## config.mk

```make
export PLATFORM = sky130hd
export DESIGN_NAME = prog_sequencer
export DESIGN_NICKNAME = d
export VERILOG_FILES = /design/src/rtl/prog_sequencer.sv
export SDC_FILE = /design/constraint.sdc
export NUM_CORES = 1
export LEC_CHECK = 0
export CAP_MARGIN = 40
export CORE_UTILIZATION = 40
export CTS_BUF_LIST = sky130_fd_sc_hd__clkbuf_8
export DETAILED_ROUTE_END_ITERATION = 8
export PLACE_DENSITY_LB_ADDON = 0.15
export SLEW_MARGIN = 10
export SYNTH_ARGS = -nofsm -noshare
export SYNTH_HDL_FRONTEND = slang
export SYNTH_SLANG_ARGS = --single-unit
```

## constraint.sdc

```tcl
create_clock -name clk -period 7.4 [get_ports clk]
set_input_delay 1.48 -clock clk [delete_from_list [all_inputs] [get_ports clk]]
set_output_delay 1.48 -clock clk [all_outputs]
set_load 0.05 [all_outputs]
```

## src/rtl/prog_sequencer.sv

```systemverilog
// Program store and fetch/issue sequencer for the 4-bit microcode processor.
// Captures the host instruction stream, then steps through it issuing to the datapath.
module prog_sequencer #(
  parameter int ADDR_W  = 4,
  parameter int INSTR_W = 8
) (
  input  logic               clk,
  input  logic               rst,
  input  logic               state,
  input  logic               load,
  input  logic [INSTR_W-1:0] instr,
  input  logic               z_flag,
  input  logic               ex_ready,
  output logic [INSTR_W-1:0] ir,
  output logic               ir_valid,
  output logic [ADDR_W-1:0]  pc,
  output logic [ADDR_W:0]    prog_len,
  output logic               running,
  output logic               halted,
  output logic               load_ovf,
  output logic               bad_jump
);

  localparam int DEPTH = 2 ** ADDR_W;
  localparam logic [ADDR_W:0] ONE = (ADDR_W + 1)'(1);

  typedef enum logic [2:0] {
    S_LOAD,
    S_FETCH,
    S_DECODE,
    S_ISSUE,
    S_HALT
  } st_e;

  st_e                st_q;
  logic [INSTR_W-1:0] mem_q [DEPTH];
  logic [INSTR_W-1:0] ir_q;
  logic               ir_valid_q;
  logic [ADDR_W-1:0]  pc_q;
  logic [ADDR_W:0]    len_q;
  logic               ovf_q;
  logic               bj_q;

  logic               full;
  logic               is_jnz;
  logic [ADDR_W-1:0]  tgt;
  logic               tgt_bad;
  logic [ADDR_W:0]    pc_inc;
  logic               last;
  logic [ADDR_W-1:0]  adv_pc;
  st_e                adv_st;

  // len_q never exceeds DEPTH, so its top bit alone flags a full store
  assign full    = len_q[ADDR_W];
  assign is_jnz  = (ir_q[7:4] == 4'h3);
  assign tgt     = ADDR_W'(ir_q[3:0]);
  assign tgt_bad = ({1'b0, tgt} >= len_q);
  assign pc_inc  = {1'b0, pc_q} + ONE;
  assign last    = (pc_inc == len_q);
  assign adv_pc  = last ? pc_q : pc_inc[ADDR_W-1:0];
  assign adv_st  = last ? S_HALT : S_FETCH;

  always_ff @(posedge clk) begin
    if (rst && st_q == S_LOAD && !state && load && !full)
      mem_q[len_q[ADDR_W-1:0]] <= instr;
  end

  always_ff @(posedge clk) begin
    if (!rst) begin
      st_q       <= S_LOAD;
      ir_q       <= '0;
      ir_valid_q <= 1'b0;
      pc_q       <= '0;
      len_q      <= '0;
      ovf_q      <= 1'b0;
      bj_q       <= 1'b0;
    end else if (st_q != S_LOAD && !state) begin
      // abort beats any same-edge acceptance; pc is left untouched
      st_q       <= S_LOAD;
      ir_valid_q <= 1'b0;
      len_q      <= '0;
    end else begin
      unique case (st_q)
        S_LOAD: begin
          if (state) begin
            pc_q <= '0;
            st_q <= (len_q == '0) ? S_HALT : S_FETCH;
          end else if (load) begin
            if (full) ovf_q <= 1'b1;
            else      len_q <= len_q + ONE;
          end
        end
        S_FETCH: begin
          ir_q <= mem_q[pc_q];
          st_q <= S_DECODE;
        end
        S_DECODE: begin
          if (is_jnz && !z_flag) begin
            pc_q <= tgt;
            if (tgt_bad) begin
              st_q <= S_HALT;
              bj_q <= 1'b1;
            end else begin
              st_q <= S_FETCH;
            end
          end else if (is_jnz) begin
            pc_q <= adv_pc;
            st_q <= adv_st;
          end else begin
            ir_valid_q <= 1'b1;
            st_q       <= S_ISSUE;
          end
        end
        S_ISSUE: begin
          if (ex_ready) begin
            ir_valid_q <= 1'b0;
            pc_q       <= adv_pc;
            st_q       <= adv_st;
          end
        end
        S_HALT: begin
        end
        default: st_q <= S_LOAD;
      endcase
    end
  end

  assign ir       = ir_q;
  assign ir_valid = ir_valid_q;
  assign pc       = pc_q;
  assign prog_len = len_q;
  assign running  = (st_q == S_FETCH) || (st_q == S_DECODE) ||
                    (st_q == S_ISSUE);
  assign halted   = (st_q == S_HALT);
  assign load_ovf = ovf_q;
  assign bad_jump = bj_q;

endmodule

```

Word-level counts from Yosys, hierarchy flattened
Memory sizes are Yosys's and may differ from the RTL's. A register that Yosys moved wholly into a read port is not among the register bits. Cells that the tools add are included.

Register bits after elaboration: 15. RAM bits: 128. Bits of input ports: 14. Output and inout bits: 22. Word-level logic and storage cells: 74. Memories kept: 1.

Add/sub/neg operators: 2. Order comparisons: 1. Eq/ne operators: 11. Multiplexer cells: 21. Bitwise operators: 5. Reduce and logical (&&, ||, !) cells: 26.

Memory list: mem_q (depth 16, width 8, rd ports 1, clocked after Yosys merged registers in 1, write ports 1, RTL line 36) `logic [INSTR_W-1:0] mem_q [DEPTH];`.

Operators with widths (count): 3-bit two-way mux (7); 4-bit two-way mux (5); 3-bit one-hot mux with 5 select lines (1); 4-bit one-hot mux with 3 select lines (1); 4-bit AND reduction (3); 5-bit AND reduction (2); 2-bit inequality test (second input constant) (4); 3-bit by 2-bit == test with 1-bit output (second input constant) (2); 1-bit logical AND (6); 3-bit AND reduction (2); 3-bit nonzero test (2); 4-bit by 1-bit adder with 5-bit output (second input constant) (1); 5-bit by 1-bit adder with 5-bit output (second input constant) (1); 5-bit == test (1); 4-bit by 5-bit greater-or-equal comparator with 1-bit output (1); 5-bit zero test (1); 1-bit two-way mux (5); 5-bit two-way mux (1); 1-bit NOT (5); 4-bit by 2-bit == test with 1-bit output (second input constant) (1); 1-bit zero test (4); 3-bit by 1-bit == test with 1-bit output (second input constant) (1); 3-bit == test (second input constant) (1); 3-bit zero test (1); other kinds (6) (7).

Longest topological paths before layout
Depth in word-level cells: 7. Gate-level depth with buffers: 8. Depth with buffers taken out: 7.

Worst setup path after synthesis
Ideal clock, no wire load.

Path type: input to register. Start: in state. End: mem mem_q[3][0], enable pin. Setup time: 383 ps. Arrival time: 3104 ps. Required time: 7017 ps. Path slack: 3913 ps. Cell stages on the path: 4. Buffers on the path: 0. Cell sequence: or3b_2 > nor4_4 > nand3_1 > nor3_1.

Cells in the longest elaborated chain, start to end: 6.

RTL lines: from (decl) (RTL line 9) `input logic state,`; 1-bit zero test (RTL line 64) `if (rst && st_q == S_LOAD && !state && load && !full)`; 1-bit logical AND (3 in series) (RTL line 64); 1-bit two-way mux (RTL line 64); 1-bit two-way mux (implied by the code) (RTL line 65) `mem_q[len_q[ADDR_W-1:0]] <= instr;`; to (decl) (RTL line 36).

No other way between the ends.

Worst setup path after layout
Ends and elaborated chain as after synthesis.

==> results.toml <==
[route]
postRouteAntennaNets = 0
routed_wl_mm = 14.1
drc = 0
vias = 3426
wl_per_cell_microns = 22.1
dr.pass1.iters = 4
drtIter0Drc = 272
drt-vias-per-instance = 5.34

[clock_tree]
cts_resized = 0
cts.clk_slew.worst_paths_ns = 0.07
post_cts_buffers = 0
cts_tree = "yes"
cts_buffer_depth = 2
cts_hold_repair.buffers = 0
worstSkewPairLatency_ns = 0.44
cts.sinks = 151
cts-htree-levels = 4
cts-root-buf = "clkbuf_8"
cts_buffers = 17

[timing]
setup_viol = 0
relSlewSlack = 0.441
setup_tns_ns = 0
hold_violations = 0
max_freq_ghz = 0.248
worst_pin_slew_ns = 0.835
grt_setup_unrepaired = "false"
min_period_ns = 4.04
fin_crit_sh = 0.546
drv_slew = 0
finClkSkew_ns = 0.0123

[yosys]
yosys.area.top_type_share = 0.594
synth_edf_count = 128
synthFlopType = "edfxtp_1"
ys_seq_elements = 151
syn_area_per_cell_sq_um = 17.4
yosys_warnings = 0
postSynthCellCount = 371
yosysTopAreaCell = "edfxtp_1"
synthTopCellsByArea = "edfxtp_1 59%, mux4_1 12%, dfxtp_1 7.1%"
synth.most_common_cell = "edfxtp_1"
postSynth.asyncResetShare = 0
synth_commonest_cells = "128 x edfxtp_1, 34 x nor2_1, 30 x mux4_1, 23 x dfxtp_1, 15 x nand2_1"
synth_fp_nets = 394
post_synth_num_cell_types = 54
synth_area_sq_mm = 0.00647
ys_seq_area_frac = 0.665

[run]
drv_cap = 0

[power_and_ir_drop]
power_per_cell_area_mw_per_mm2 = 222
p_leak_nw = 2.35
vdd_ir_drop_max_v = 0.000132

[setup_path]
cp-start-kind = "input port"
crit_arrival_ns = 4.19
worstSetupPathType = "in2reg"
critPathMaxFanout = 8
critPathCaptureType = "register"
rrSetupSlack_ns = 4.47
worstPathRequired_ns = 7.55

[floorplanning]
start_util = 0.409
die_h_microns = 129
die_w_microns = 129
fp-row-count = 46
core_sq_mm = 0.0158
die_area_sq_mm = 0.0167
io_pins = 36

[global_routing]
overflow = 0
grt_pass1_wl_mm = 21.3
antenna_found_initial = 0
grt_max_degree = 39
grt_use_total = 0.184
grt_pass1_vias = 3390

[place]
dp_hpwl_mm = 9.55
place_congestion = 0.780
port_buffers = 35

[final_layout]
synthToLayoutAreaGrowth_pct = 14.6
fin_util = 0.469
drive_above_1_share = 0.120
final_nets = 435
fillers = 1329
diodes = 0

[hold_path]
min_path_type = "reg2reg"

[status]
status = "finished clean"
[worst max-delay path, cell delays in order]
cell and delay [ns]:
clkdlybuf4s50_1 0.53, or3b_2 0.54, nor4_4 0.42, nand3_1 0.32, nor3_1 0.61, buf_4 0.27
[state kept, by name, indices dropped and copies added, names as in the netlist]
register / cells
load_ovf: 1
pc: 4
ir: 8
bad_jump: 1
ir_valid: 1
st_q: 3
mem_q: 128
prog_len: 5
[worst paths after layout]
check,startpoint,cells after the start,to
worst max-delay path,state,6,mem_q[3][0]
worst min-delay path,load_ovf,2,load_ovf
worst min register to register,load_ovf,2,load_ovf
worst max register to register,st_q[2],5,mem_q[3][0]
[per-stage QoR]
stage          setup slack (ns)  hold slack [ns]  instances  power [W]  cell area, sq um
2_1_floorplan              3.91            0.587        371   0.000997              6470
3_3_place_gp               2.69            0.454        605    0.00104              6990
3_5_place_dp               2.86            0.456        609    0.00104              7020
4_1_cts                    3.34            0.476        641    0.00166              7420
5_1_grt                    3.23            0.509        641    0.00170              7420
6_report                   3.36            0.472        641    0.00165              7420
[logic make-up (layout without fill, tap and decap cells)]
logic type | Yosys count | in the layout | synth area share
XOR/XNOR | 8 | 8 | 0.0108
buffers and inverters | 28 | 82 | 0.0240
multiplexers | 42 | 42 | 0.160
adder cells (fa/ha/maj) | 9 | 9 | 0.0174
AND/OR/NAND/NOR | 89 | 89 | 0.0719
AO/OA/AOI/OAI | 44 | 44 | 0.0510
flip-flops | 151 | 151 | 0.665
[where the power goes]
group	switching, W	internal (W)
clock	0.000285	0.000344
sequential	0.00000794	0.000926
combinational	0.0000541	0.0000295
total	0.000347	0.00130
[routing by layer]
layer	part of all wire	global-route usage	up-vias
met2	0.45	0.270	116
met1	0.47	0.257	1696
met4	0.027	0.0955	0
met5	0	0	-
li1	-	-	1597
met3	0.055	0.0438	17
[final cells by class]
type / count / area (sq um) / share of cell area
Timing Repair Buffer: 41 / 393 / 0.0530
Clock buffer: 19 / 262 / 0.0352
Inverter: 9 / 33.8 / 0.00455
Multi-Input combinational cell: 192 / 2010 / 0.271
Sequential cell: 151 / 4310 / 0.580
Tap cell: 216 / 270 / 0.0364
Clock inverter: 13 / 143 / 0.0192
[placed cells by master, fill, tap and decap left out, types with 8 or more instances in the layout]
cell	Yosys	final
a22o_1	8	8
clkbuf_8	1	19
clkdlybuf4s50_1	0	35
dfxtp_1	23	22
edfxtp_1	128	128
ha_1	9	9
inv_1	9	14
mux4_1	30	30
mux4_2	10	10
nand2_1	15	15
nand3_1	9	9
nor2_1	34	34
Note: power is estimated with default switching activity, not from simulation.
